$ cat src/rtl/guest_deadline_sequencer.sv
// Guest deadline sequencer: on every guest switch, adds the outgoing slice length to that
// guest's run time, checks it against the guest's deadline, and clears run times at frame end.
module guest_deadline_sequencer #(
    parameter int TIME_W = 32,
    parameter int GUESTS = 8
) (
    input  logic              clk,
    input  logic              reset,
    input  logic              enable,
    input  logic [2:0]        current_guest,
    input  logic [TIME_W-1:0] current_time,
    input  logic              overflow,
    input  logic              finish,
    output logic              mem_en,
    output logic              mem_we,
    output logic [2:0]        mem_guest,
    output logic              mem_col,
    output logic [TIME_W-1:0] mem_wdata,
    input  logic [TIME_W-1:0] mem_rdata,
    output logic [2:0]        tdi_error,
    output logic [2:0]        error_guest,
    output logic              error_valid,
    output logic              busy
);

    localparam logic [2:0] IDLE   = 3'd0;
    localparam logic [2:0] RD_DL  = 3'd1;
    localparam logic [2:0] RD_RT  = 3'd2;
    localparam logic [2:0] CALC   = 3'd3;
    localparam logic [2:0] WR_RT  = 3'd4;
    localparam logic [2:0] REPORT = 3'd5;
    localparam logic [2:0] CLEAR  = 3'd6;

    localparam logic [TIME_W-1:0] ALL_ONES   = '1;
    localparam logic [2:0]        LAST_GUEST = 3'(GUESTS - 1);

    logic [2:0]        state;
    logic [2:0]        prev_guest;
    logic [TIME_W-1:0] slice_start;
    logic [1:0]        ovf_cnt;
    logic              pend_valid, pend_first, pend_oerr;
    logic [2:0]        pend_guest;
    logic [TIME_W-1:0] pend_elapsed;
    logic              clear_req, drop_flag;
    logic [2:0]        job_guest;
    logic [TIME_W-1:0] job_elapsed;
    logic              job_oerr;
    logic [1:0]        job_err;
    logic [TIME_W-1:0] deadline_q, new_rt;
    logic [2:0]        clr_idx;

    logic              change, ovf_sat, run_clear, take_pend, take_new;
    logic              buffer_req, slot_free, drop_now, over;
    logic [TIME_W-1:0] ev_elapsed, rt_sat;
    logic [TIME_W:0]   rt_sum;

    // The overflow pulse of the switching cycle still belongs to the outgoing slice.
    assign change     = enable && (current_guest != prev_guest);
    assign ovf_sat    = (ovf_cnt == 2'd2) || ((ovf_cnt == 2'd1) && overflow);
    assign ev_elapsed = ovf_sat ? ALL_ONES : current_time - slice_start;

    // A clear yields only to a pending update that was buffered before the clear request.
    assign run_clear  = (state == IDLE) && clear_req && !(pend_valid && pend_first);
    assign take_pend  = (state == IDLE) && !run_clear && pend_valid;
    assign take_new   = (state == IDLE) && !run_clear && !pend_valid && change;
    assign buffer_req = change && !take_new;
    assign slot_free  = !pend_valid || take_pend;
    assign drop_now   = buffer_req && !slot_free;

    assign rt_sum = {1'b0, mem_rdata} + {1'b0, job_elapsed};
    assign rt_sat = rt_sum[TIME_W] ? ALL_ONES : rt_sum[TIME_W-1:0];
    assign over   = (deadline_q != '0) && (rt_sat > deadline_q);

    // NOTE: every output gets a default before the case so no latch is inferred.
    always_comb begin
        mem_en    = 1'b0;
        mem_we    = 1'b0;
        mem_guest = '0;
        mem_col   = 1'b0;
        mem_wdata = '0;
        case (state)
            RD_DL: begin
                mem_en    = 1'b1;
                mem_guest = job_guest;
            end
            RD_RT: begin
                mem_en    = 1'b1;
                mem_guest = job_guest;
                mem_col   = 1'b1;
            end
            WR_RT: begin
                mem_en    = 1'b1;
                mem_we    = 1'b1;
                mem_guest = job_guest;
                mem_col   = 1'b1;
                mem_wdata = new_rt;
            end
            CLEAR: begin
                mem_en    = 1'b1;
                mem_we    = 1'b1;
                mem_guest = clr_idx;
                mem_col   = 1'b1;
            end
            default: ;
        endcase
    end

    assign busy        = (state != IDLE);
    assign error_valid = (state == REPORT) && (tdi_error != 3'b000);

    // NOTE: all state is updated with non-blocking assignments so every register sees pre-edge values.
    always_ff @(posedge clk) begin
        if (reset) begin
            state        <= IDLE;
            prev_guest   <= '0;
            slice_start  <= '0;
            ovf_cnt      <= '0;
            pend_valid   <= 1'b0;
            pend_first   <= 1'b0;
            pend_oerr    <= 1'b0;
            pend_guest   <= '0;
            pend_elapsed <= '0;
            clear_req    <= 1'b0;
            drop_flag    <= 1'b0;
            job_guest    <= '0;
            job_elapsed  <= '0;
            job_oerr     <= 1'b0;
            job_err      <= '0;
            deadline_q   <= '0;
            new_rt       <= '0;
            clr_idx      <= '0;
            tdi_error    <= '0;
            error_guest  <= '0;
        end else begin
            if (change) begin
                prev_guest  <= current_guest;
                slice_start <= current_time;
                ovf_cnt     <= '0;
            end else if (overflow && (ovf_cnt != 2'd2)) begin
                ovf_cnt <= ovf_cnt + 2'd1;
            end

            if (buffer_req && slot_free) begin
                pend_valid   <= 1'b1;
                pend_first   <= !clear_req;
                pend_guest   <= prev_guest;
                pend_elapsed <= ev_elapsed;
                pend_oerr    <= ovf_sat;
            end else if (take_pend) begin
                pend_valid <= 1'b0;
            end

            if (run_clear)
                clear_req <= 1'b0;
            else if (finish && (state != CLEAR))
                clear_req <= 1'b1;

            if (state == WR_RT)
                drop_flag <= 1'b0;
            else if (drop_now)
                drop_flag <= 1'b1;

            case (state)
                IDLE: begin
                    if (run_clear) begin
                        clr_idx <= '0;
                        state   <= CLEAR;
                    end else if (take_pend) begin
                        job_guest   <= pend_guest;
                        job_elapsed <= pend_elapsed;
                        job_oerr    <= pend_oerr;
                        state       <= RD_DL;
                    end else if (take_new) begin
                        job_guest   <= prev_guest;
                        job_elapsed <= ev_elapsed;
                        job_oerr    <= ovf_sat;
                        state       <= RD_DL;
                    end
                end
                RD_DL:  state <= RD_RT;
                RD_RT: begin
                    deadline_q <= mem_rdata;
                    state      <= CALC;
                end
                CALC: begin
                    new_rt  <= rt_sat;
                    job_err <= {job_oerr, over};
                    state   <= WR_RT;
                end
                WR_RT: begin
                    tdi_error <= {drop_flag | drop_now, job_err};
                    if (drop_flag || drop_now || (job_err != 2'b00))
                        error_guest <= job_guest;
                    state <= REPORT;
                end
                REPORT: state <= IDLE;
                CLEAR: begin
                    clr_idx <= clr_idx + 3'd1;
                    if (clr_idx == LAST_GUEST)
                        state <= IDLE;
                end
                default: state <= IDLE;
            endcase
        end
    end

endmodule
$ cat config.mk
export PLATFORM = sky130hd
export DESIGN_NAME = guest_deadline_sequencer
export DESIGN_NICKNAME = d
export VERILOG_FILES = /design/src/rtl/guest_deadline_sequencer.sv
export SDC_FILE = /design/constraint.sdc
export NUM_CORES = 1
export LEC_CHECK = 0
export ABC_CLOCK_PERIOD_IN_PS = 11210
export CAP_MARGIN = 20
export CORE_ASPECT_RATIO = 0.5
export CORE_MARGIN = 4
export CORE_UTILIZATION = 50
export CTS_CLUSTER_DIAMETER = 120
export DETAILED_ROUTE_END_ITERATION = 8
export HOLD_SLACK_MARGIN = 0.02
export PLACE_DENSITY = 0.72
export SETUP_SLACK_MARGIN = 0.02
export SLEW_MARGIN = 10
export SYNTH_ARGS = -nofsm -noshare
export SYNTH_HDL_FRONTEND = slang
export SYNTH_SLANG_ARGS = --single-unit
$ cat constraint.sdc
create_clock -name clk -period 11.21 [get_ports clk]
set_input_delay 1.121 -clock clk [delete_from_list [all_inputs] [get_ports clk]]
set_output_delay 1.121 -clock clk [all_outputs]
set_load 0.005 [all_outputs]
==> out/metrics.cfg, run 1 <==
[run_status]
status = finished, final reports clean

[pwr]
report.power.total_mw = 3.024
leakage_power_nw = 5.460
vdd_ir_drop_max_mv = 0.1012
powerDensity_nw_per_um2 = 217.7

[worst_setup_path]
setup.worst_path.end = job_err[0]
critical_path.reg2reg.endpoint = job_err[0]
setup.worst_path.end_class = flop
critPathKind = input port to flop
worstPathMaxFanout = 37
worstRegToRegCells = 19
startpoint_type = input port
regToRegSetupSlack_ns = 6.07
critPathArrivalTime_ns = 6.29
timing.critical_path.required_ns = 11.56
timing.rr.start = job_elapsed[0]
cp-startpoint = mem_rdata[0]

[yosys]
yosysSeqAreaShare_pct = 31.85
syn_inst = 1574
synth-edff-count = 0
synthFlopType = dfxtp_1
synth-compound-area-share_pct = 24.15
avgSynthCellArea_sq_um = 7.628
netlist-cell-type-count = 72
area_share_of_xor_xnor_cells_in_the_synthesized_design_pct = 4.742
synth-adder-area-share_pct = 10.65
synthArstFlopShare_pct = 0
netlist_area_sq_um = 12010
muxShareOfSynthArea_pct = 0.8545
synth-seq-cells = 191
ys.warnings.count = 0
main_combinational_cell_family_by_area_after_synthesis = compound AO/OA/AOI/OAI gates
synth-simple-area-share_pct = 21.99
post_syn_nets = 1747

[place]
dp_worst_setup_slack_ns = 4.882
dpl_cell_area_sq_um = 13300
dp_hpwl_microns = 25640
post-place-cells = 1918
gpl.final_weighted_congestion = 0.9287
portBuffers = 117

[worst_hold_path]
min-delay-path-class = flop to flop

[detailed_routing]
drc = 0
antenna_viol_nets_final = 0
drt_pre_antenna_iters = 7
drt-vias-per-instance = 5.742
wl_per_cell_microns = 17.42
wirelength_microns = 33990
vias = 11200
drt-initial-drc-count = 929

[cts]
clock_sinks = 191
cts_buffers = 17
clockBufferDepth = 2
cts-hold-fix-buffers = 0
post_cts_resize_count = 0
cts.repair_timing.setup_buffer_count = 0
clock_pin_slew_on_the_worst_setup_and_hold_paths_ns = 0.07
cts_tree = done
clockRootBuffer = clkbuf_16
ctsHtreeMaxLevel = 4
clk-insertion-delay-late_ns = 0.45

[timing]
min_period_ns = 5.947
timing_worst_slew_pin_value_ns = 1.003
final.period_utilization_pct = 53.05
count_of_final_max_slew_check_failures = 0
final.setup_skew_ns = 0.01111
whs_ns = 0.4555
max-slew-margin-rel_pct = 33.12
timing.setup.tns_ns = 0
maxClockFrequency_ghz = 0.1682
fin_ws_ns = 5.263
setup_violations = 0
finalHoldViolCount = 0
rsz0062_at_grt = no

[grt]
maximum_number_of_pins_on_one_net_before_global_route_repair = 76
global_route_usage_sum_pct = 25.01
antenna_violations_before_repair = 0
gr-total-overflow = 0
first_global_vias = 10470
grt_first_pass_wirelength_microns = 54400

[cells_and_area]
finalNetCount = 1804
layoutNonFillerInstCount = 1951
area_growth_syn_to_layout_pct = 15.73
num_antenna_cells = 0
post_route_cells_drive_above_1_share_pct = 4.745
finish.instance_area_sq_um = 13890
fin_util_pct = 59.82

[run]
max-cap-violations = 0

[floorplan]
die-area_sq_um = 26710
initial_core_util_pct = 51.69
die_height_microns = 117.6
core_sq_um = 23230
die-width_microns = 227.2
row_count = 39
num_io_pins = 118

==> layer usage <==
| layer | wire length, microns | up-vias | GRT usage (%) | part of all wire [%] |
|---|---|---|---|---|
| met3 | 2079 | 32 | 4.859 | 6.1 |
| met2 | 14530 | 301 | 37.60 | 43 |
| met1 | 16920 | 5236 | 36.67 | 50 |
| met5 | 0 | - | 0 | 0 |
| li1 | - | 5634 | - | - |
| met4 | 455 | 0 | 6.420 | 1.3 |
==> registers in the layout, summed over array words and instances, names as in the netlist, 32 cells and up <==
signal and cells:
deadline_q 32, job_elapsed 32, new_rt 32, pend_elapsed 32, slice_start 32
==> worst min path at each step <==
stage | start | end | slack [ns] | cells after the start
floorplan | job_elapsed[17] | job_elapsed[17] | 0.43 | 2
global placement | pend_guest[2] | pend_guest[2] | 0.44 | 2
detailed placement | slice_start[13] | slice_start[13] | 0.45 | 2
CTS | slice_start[13] | slice_start[13] | 0.46 | 2
global route | slice_start[23] | slice_start[23] | 0.48 | 2
finish | slice_start[13] | slice_start[13] | 0.46 | 2
==> where the power goes <==
| part | internal, mW | total [mW] | switching (mW) | leakage, nW |
|---|---|---|---|---|
| clock network | 0.301 | 0.603 | 0.301 | 0.282 |
| registers | 0.820 | 0.945 | 0.125 | 1.56 |
| logic | 0.584 | 1.48 | 0.893 | 3.62 |
==> synthesized netlist by cell type (8+ instances only) <==
cell type / instances / area, sq um
nand2_1: 234 / 878.3
dfxtp_1: 191 / 3824
a21oi_1: 177 / 885.9
nor2_1: 151 / 566.8
ha_1: 99 / 1239
inv_1: 87 / 326.6
clkbuf_1: 79 / 296.5
a21o_1: 48 / 360.4
o21ai_0: 45 / 225.2
nor3_1: 39 / 195.2
and2_1: 37 / 231.5
xnor2_1: 37 / 324.1
nand3_1: 33 / 165.2
xor2_1: 28 / 245.2
a211oi_1: 26 / 195.2
nand2b_1: 25 / 156.4
a311oi_1: 24 / 210.2
o211ai_1: 16 / 120.1
a31oi_1: 13 / 81.33
nor4_1: 13 / 81.33
nand4_1: 12 / 75.07
and3_1: 10 / 62.56
buf_2: 10 / 50.05
o21bai_1: 10 / 75.07
o21a_1: 9 / 67.56
mux2i_1: 8 / 80.08
nor2b_1: 8 / 50.05
==> worst max-delay path, stage by stage <==
cell and delay (ns):
clkdlybuf4s50_1 0.43, ha_1 0.25, fa_1 0.41, a21oi_1 0.31, o21ai_1 0.16, a221oi_2 0.36, o21ai_2 0.15, a211oi_4 0.35
o21ai_1 0.17, nor2_4 0.66, nand2b_1 0.14, ha_1 0.33, a21o_1 0.17, a21o_1 0.18, a21oi_1 0.13, o21ai_0 0.10
a221oi_1 0.37, o41ai_1 0.11, a32o_1 0.23, a21o_1 0.15
==> layout by cell type, fill, tap and decap left out, drive strengths merged, types with 6 or more instances in the layout <==
cell,n
nand2,234
dfxtp,191
a21oi,178
nor2,152
clkdlybuf4s50,116
ha,99
inv,92
o21ai,53
a21o,48
nor3,40
and2,39
xnor2,37
nand3,33
a211oi,29
xor2,28
a311oi,26
nand2b,25
clkbuf,18
o211ai,17
a31oi,14
nor4,13
buf,13
nand4,12
and3,10
o21bai,10
o21a,9
clkinv,9
mux2i,8
nor2b,8
or2,8
a221oi,8
o221ai,6
o31ai,6
==> kinds of logic after synthesis <==
kind of cell,Yosys count
AO/OA/AOI/OAI,442
XOR/XNOR,65
adder cells (fa/ha/maj),101
buffers and inverters,179
flip-flops,191
multiplexers,10
AND/OR/NAND/NOR,586
==> final cells by class <==
cell class                      count  area [sq um]
Fill cell                        2166          9333
Clock inverter                     14         146.4
Tap cell                          307         384.1
Inverter                           88         330.3
Multi-Input combinational cell   1204          7512
Timing Repair Buffer              129          1259
Clock buffer                       18         439.2
Sequential cell                   191          3824
Note: power is estimated with default switching activity, not from simulation.
==> inputs of run 2 (changes only) <==
--- a/config.mk
+++ b/config.mk
@@ -5,7 +5,7 @@
 export SDC_FILE = /design/constraint.sdc
 export NUM_CORES = 1
 export LEC_CHECK = 0
-export ABC_CLOCK_PERIOD_IN_PS = 11210
+export ABC_CLOCK_PERIOD_IN_PS = 5600
 export CAP_MARGIN = 20
 export CORE_ASPECT_RATIO = 0.5
 export CORE_MARGIN = 4
==> constraint.sdc (replaced) <==
create_clock -name clk -period 5.6 [get_ports clk]
set_input_delay 0.56 -clock clk [delete_from_list [all_inputs] [get_ports clk]]
set_output_delay 0.56 -clock clk [all_outputs]
set_load 0.005 [all_outputs]
==> run 2 against run 1 <==
Compared with the run above: first-iteration DRC count down 4.0%; die area unchanged; cell count up 0.21%; via count up 0.50%; critical path type unchanged; critical endpoint unchanged.
==> out/metrics.cfg, run 2 (same netlist as run 1, synthesis figures left out) <==
[cts]
clk-insertion-delay-late_ns = 0.45  ; about the same
cts.repair_timing.setup_buffer_count = 0  ; unchanged
clock_pin_slew_on_the_worst_setup_and_hold_paths_ns = 0.07  ; about the same
cts_tree = done  ; unchanged
cts_buffers = 17  ; unchanged
ctsHtreeMaxLevel = 4  ; unchanged
clockBufferDepth = 2  ; unchanged
cts-hold-fix-buffers = 0  ; unchanged
clock_sinks = 191  ; unchanged
clockRootBuffer = clkbuf_16  ; unchanged
post_cts_resize_count = 0  ; unchanged

[timing]
max-slew-margin-rel_pct = 26.88  ; was 33.12%
rsz0062_at_grt = no  ; unchanged
timing.setup.tns_ns = 0  ; unchanged
count_of_final_max_slew_check_failures = 0  ; unchanged
maxClockFrequency_ghz = 0.1975
timing_worst_slew_pin_value_ns = 1.097  ; was 1.003 ns
whs_ns = 0.4544  ; was 0.4555 ns
min_period_ns = 5.064
finalHoldViolCount = 0  ; unchanged
setup_violations = 0  ; unchanged
final.setup_skew_ns = 0.007879  ; was 0.01111 ns
final.period_utilization_pct = 90.43

[place]
dp_hpwl_microns = 25160  ; was 25640 microns
gpl.final_weighted_congestion = 0.9010  ; was 0.9287
portBuffers = 117  ; unchanged

[cells_and_area]
post_route_cells_drive_above_1_share_pct = 4.854  ; was 4.745%
layout.filler_cells = 2128  ; was 2166
layout_common_cells = nand2_1, dfxtp_1, a21oi_1, nor2_1, clkdlybuf4s50_1  ; unchanged
finalNetCount = 1808  ; was 1804
num_antenna_cells = 0  ; unchanged
commonest_non_fill_non_tap_cell_in_the_layout = nand2_1  ; unchanged
area_growth_syn_to_layout_pct = 16.04  ; was 15.73%

[detailed_routing]
wl_per_cell_microns = 17.15  ; was 17.42 microns
vias = 11260  ; was 11200
drc = 0  ; unchanged
drt-vias-per-instance = 5.759  ; was 5.742
antenna_viol_nets_final = 0  ; unchanged
drt_pre_antenna_iters = 5  ; was 7
drt-initial-drc-count = 892  ; was 929
wirelength_microns = 33530  ; was 33990 microns

[grt]
first_global_vias = 10440  ; was 10470
grt_first_pass_wirelength_microns = 54390  ; was 54400 microns
antenna_violations_before_repair = 0  ; unchanged
gr-total-overflow = 0  ; unchanged
maximum_number_of_pins_on_one_net_before_global_route_repair = 106  ; was 76
global_route_usage_sum_pct = 24.90  ; was 25.01%

[worst_setup_path]
crit_path_max_incr_delay_ns = 0.45  ; was 0.66 ns
setup.worst_path.end_class = flop  ; unchanged
critPathArrivalTime_ns = 5.41  ; was 6.29 ns
critical_path.slowest_cell = clkdlybuf4s50_1  ; was nor2_4
worstPathMaxFanout = 16  ; was 37
critPathKind = input port to flop  ; unchanged
startpoint_type = input port  ; unchanged
critical_path.most_common_cell = a21o_1  ; unchanged
regToRegSetupSlack_ns = 0.82  ; was 6.07 ns
timing.critical_path.required_ns = 5.95  ; was 11.56 ns
crit_chain = clkdlybuf4s50_1, ha_1, fa_1, a21oi_1, o21ai_1, a221oi_2, o21ai_2, a211oi_4, o211ai_2, or2_2, ha_1, a21o_1, a21o_1, a21oi_1, o21ai_0, a221oi_1, o41ai_1, a32o_1, a21o_1  ; was clkdlybuf4s50_1, ha_1, fa_1, a21oi_1, o21ai_1, a221oi_2, o21ai_2, a211oi_4, o21ai_1, nor2_4, nand2b_1, ha_1, a21o_1, a21o_1, a21oi_1, o21ai_0, a221oi_1, o41ai_1, a32o_1, a21o_1

[floorplan]
row_count = 39  ; unchanged
die_height_microns = 117.6  ; unchanged
num_io_pins = 118  ; unchanged
die-area_sq_um = 26710  ; unchanged
initial_core_util_pct = 51.69  ; unchanged
core_sq_um = 23230  ; unchanged
die-width_microns = 227.2  ; unchanged

[run]
max-cap-violations = 0  ; unchanged

[run_status]
status = finished, final reports clean  ; unchanged

[pwr]
powerDensity_nw_per_um2 = 436.4  ; was 217.7 nW/um^2
vdd_ir_drop_max_mv = 0.2225  ; was 0.1012 mV
leakage_power_nw = 5.480  ; was 5.460 nW

[worst_hold_path]
min-delay-path-class = flop to flop  ; unchanged

run 2: cell types whose count changed in the layout (fill, tap and decap cells not counted):
cell,delta
clkbuf_1,+2
clkinv_8,-3
clkbuf_8,-1
buf_8,+1
clkinvlp_4,+1
inv_6,+1
clkinv_2,+1
buf_4,+3
bufinv_16,+2
clkinv_4,-3
run 2: final timing paths:
check | start | to | cells after the start
max | mem_rdata[0] | job_err[0] | 19
min | slice_start[15] | slice_start[15] | 2
max reg2reg | job_elapsed[0] | job_err[0] | 18
min reg2reg | slice_start[15] | slice_start[15] | 2
run 2: worst max-delay path, delay by kind of cell:
kind                       cells  cell delay, ns
and+or+nand+nor                1            0.44
adders and majority gates      3            0.86
buffers and inverters          1            0.45
AOI/OAI and AO/OA             14            3.08
run 2: through the flow:
stage | instances | total power, mW | worst slack [ns] | area, sq um | utilization (%)
floorplan | 1574 | 3.936 | 1.121 | 12010 | -
global placement | 1922 | 4.710 | 0.3088 | 13330 | 57.37
detailed placement | 1922 | 4.796 | 0.1852 | 13330 | 57.37
CTS | 1954 | 6.052 | 0.6547 | 13910 | 59.90
global route | 1955 | 6.524 | 0.1499 | 13930 | 59.98
finish | 1955 | 6.079 | 0.5358 | 13930 | 59.98
run 2: cell type report:
class | count | area, sq um | share of cell area, %
Sequential cell | 191 | 3824 | 27.45
Multi-Input combinational cell | 1204 | 7512 | 53.92
Clock buffer | 19 | 432.9 | 3.107
Tap cell | 307 | 384.1 | 2.757
Timing Repair Buffer | 133 | 1296 | 9.304
Inverter | 88 | 330.3 | 2.371
Clock inverter | 13 | 152.6 | 1.096
run 2: power breakdown:
part | switching, mW | total, mW | internal, mW
Combinational | 1.76 | 2.94 | 1.19
Clock | 0.581 | 1.25 | 0.669
Sequential | 0.244 | 1.89 | 1.64
Total | 2.58 | 6.08 | 3.50
run 2: metal layers:
metal	GRT usage, %	routed length (microns)	up-vias
li1	-	-	5653
met1	37.69	16850	5262
met2	37.50	14470	320
met3	3.887	1891	24
met4	4.872	323	0
met5	0	0	-
==> inputs of run 3 (changes only) <==
--- a/config.mk
+++ b/config.mk
@@ -10,9 +10,9 @@
 export CORE_ASPECT_RATIO = 0.5
 export CORE_MARGIN = 4
 export CORE_UTILIZATION = 50
+export CTS_BUF_LIST = sky130_fd_sc_hd__clkbuf_8 sky130_fd_sc_hd__clkbuf_16
 export CTS_CLUSTER_DIAMETER = 120
 export DETAILED_ROUTE_END_ITERATION = 8
-export HOLD_SLACK_MARGIN = 0.02
 export PLACE_DENSITY = 0.72
 export SETUP_SLACK_MARGIN = 0.02
 export SLEW_MARGIN = 10
==> run 3 against run 2 <==
Compared with the run above: highest routed layer unchanged; hold slack about the same; combinational power about the same; non-clock buffer count unchanged; sequential power about the same; routed wire length about the same; clock skew about the same.
==> out/metrics.cfg, run 3 (same netlist as run 1, synthesis figures left out) <==
[run_status]
status = finished, final reports clean  ; unchanged

[worst_hold_path]
hold-path-endpoint = slice_start[15]  ; unchanged
min-delay-path-class = flop to flop  ; unchanged
min_from = slice_start[15]  ; unchanged
min_delay_path_depth = 2  ; unchanged

[place]
dpl_cell_area_sq_um = 13330  ; unchanged
dp_hpwl_microns = 25160  ; unchanged
portBuffers = 117  ; unchanged
gpl.final_weighted_congestion = 0.9010  ; unchanged
post-place-cells = 1922  ; unchanged

[cts]
clock_sinks = 191  ; unchanged
clockBufferDepth = 2  ; unchanged
cts_buffers = 17  ; unchanged
post_cts_resize_count = 0  ; unchanged
cts-hold-fix-buffers = 0  ; unchanged
clock_pin_slew_on_the_worst_setup_and_hold_paths_ns = 0.07  ; about the same
clk-insertion-delay-late_ns = 0.45  ; about the same
clockRootBuffer = clkbuf_16  ; unchanged
cts.repair_timing.setup_buffer_count = 0  ; unchanged
cts_tree = done  ; unchanged
ctsHtreeMaxLevel = 4  ; unchanged

[worst_setup_path]
setup.worst_path.end_class = flop  ; unchanged
critPathKind = input port to flop  ; unchanged
timing.critical_path.required_ns = 5.95  ; about the same
critical_path.slowest_cell = clkdlybuf4s50_1  ; unchanged
crit_path_max_incr_delay_ns = 0.45  ; about the same
timing.rr.start = job_elapsed[0]  ; unchanged
critPathTopFamily = compound AO/OA/AOI/OAI gates  ; unchanged
critPathArrivalTime_ns = 5.42  ; was 5.41 ns
worstRegToRegCells = 18  ; unchanged
startpoint_type = input port  ; unchanged
crit_chain = clkdlybuf4s50_1, ha_1, fa_1, a21oi_1, o21ai_1, a221oi_2, o21ai_2, a211oi_4, o211ai_2, or2_2, ha_1, a21o_1, a21o_1, a21oi_1, o21ai_0, a221oi_1, o41ai_1, a32o_1, a21o_1  ; unchanged
worstPathMaxFanout = 16  ; unchanged
regToRegSetupSlack_ns = 0.81  ; was 0.82 ns
critPathBufInv = 1  ; unchanged
critical_path.most_common_cell = a21o_1  ; unchanged
cp-startpoint = mem_rdata[0]  ; unchanged
critical_path.reg2reg.endpoint = job_err[0]  ; unchanged

[detailed_routing]
drt-vias-per-instance = 5.753  ; was 5.759
wl_per_cell_microns = 17.17  ; was 17.15 microns
antenna_viol_nets_final = 0  ; unchanged
vias = 11250  ; was 11260
drc = 0  ; unchanged
drt_pre_antenna_iters = 6  ; was 5
drt-initial-drc-count = 896  ; was 892
wirelength_microns = 33560  ; was 33530 microns

[cells_and_area]
num_antenna_cells = 0  ; unchanged
finish.instance_area_sq_um = 13930  ; unchanged
layout.filler_cells = 2128  ; unchanged
commonest_non_fill_non_tap_cell_in_the_layout = nand2_1  ; unchanged
post_route_cells_drive_above_1_share_pct = 4.854  ; unchanged
fin_util_pct = 59.98  ; unchanged
layout_common_cells = nand2_1, dfxtp_1, a21oi_1, nor2_1, clkdlybuf4s50_1  ; unchanged
footprint_of_the_multi_input_gates_sq_um = 7512  ; unchanged
layout.area.seq_sq_um = 3824  ; unchanged
layoutNonFillerInstCount = 1955  ; unchanged
finalNetCount = 1808  ; unchanged
area_growth_syn_to_layout_pct = 16.04  ; unchanged

[floorplan]
row_count = 39  ; unchanged
num_io_pins = 118  ; unchanged
die_height_microns = 117.6  ; unchanged
initial_core_util_pct = 51.69  ; unchanged
die-area_sq_um = 26710  ; unchanged
core_sq_um = 23230  ; unchanged
die-width_microns = 227.2  ; unchanged

[timing]
timing_worst_slew_pin_value_ns = 1.094  ; was 1.097 ns
whs_ns = 0.4544  ; about the same
min_period_ns = 5.077  ; was 5.064 ns
rsz0062_at_grt = no  ; unchanged
max-slew-margin-rel_pct = 27.08  ; was 26.88%
maxClockFrequency_ghz = 0.1970  ; was 0.1975 GHz
final.setup_skew_ns = 0.007797  ; was 0.007879 ns
final.period_utilization_pct = 90.65  ; was 90.43%
finalHoldViolCount = 0  ; unchanged
count_of_final_max_slew_check_failures = 0  ; unchanged
setup_violations = 0  ; unchanged
timing.setup.tns_ns = 0  ; unchanged

[pwr]
powerDensity_nw_per_um2 = 436.7  ; was 436.4 nW/um^2
vdd_ir_drop_max_mv = 0.2219  ; was 0.2225 mV
leakage_power_nw = 5.488  ; was 5.480 nW

[grt]
first_global_vias = 10440  ; about the same
grt_first_pass_wirelength_microns = 54390  ; unchanged
gr-total-overflow = 0  ; unchanged
maximum_number_of_pins_on_one_net_before_global_route_repair = 106  ; unchanged
global_route_usage_sum_pct = 24.90  ; unchanged
antenna_violations_before_repair = 0  ; unchanged

[run]
max-cap-violations = 0  ; unchanged

run 3: stage by stage:
step	total power [mW]	setup slack, ns
after floorplan	3.936	1.121
after global placement	4.710	0.3088
after detailed placement	4.796	0.1852
after CTS	6.048	0.6547
after global routing	6.520	0.1499
final	6.084	0.5234
run 3: power breakdown:
part	internal, mW	leakage (nW)	switching [mW]
logic	1.19	3.64	1.76
clock network	0.665	0.290	0.579
registers	1.64	1.56	0.247
total	3.50	5.49	2.59
run 3: area by class of cell:
| class | instances | area share (%) |
|---|---|---|
| clock buffer | 17 | 3.053 |
| clock inverter | 15 | 1.150 |
| inverter | 88 | 2.371 |
| multi-input combinational | 1204 | 53.92 |
| sequential | 191 | 27.45 |
| tap | 307 | 2.757 |
| timing repair buffer | 133 | 9.304 |
run 3: worst min-delay path: stages, from the launching register on:
cell and delay [ns]:
dfxtp_1 0.31, nand2_1 0.05, a21oi_1 0.05
run 3: worst max path at each step:
stage          slack, ns  cells after the start          to
6_report            0.52                     19  job_err[0]
5_1_grt             0.15                     18  job_err[0]
4_1_cts             0.65                     18  job_err[0]
3_5_place_dp        0.19                     18  job_err[0]
3_3_place_gp        0.31                     19  job_err[0]
2_1_floorplan       1.12                     20  job_err[0]
run 3: per-layer routing:
metal	global-route usage, %	wire [microns]
met5	0	0
met4	4.872	366
met3	3.887	1861
met2	37.50	14360
met1	37.69	16970
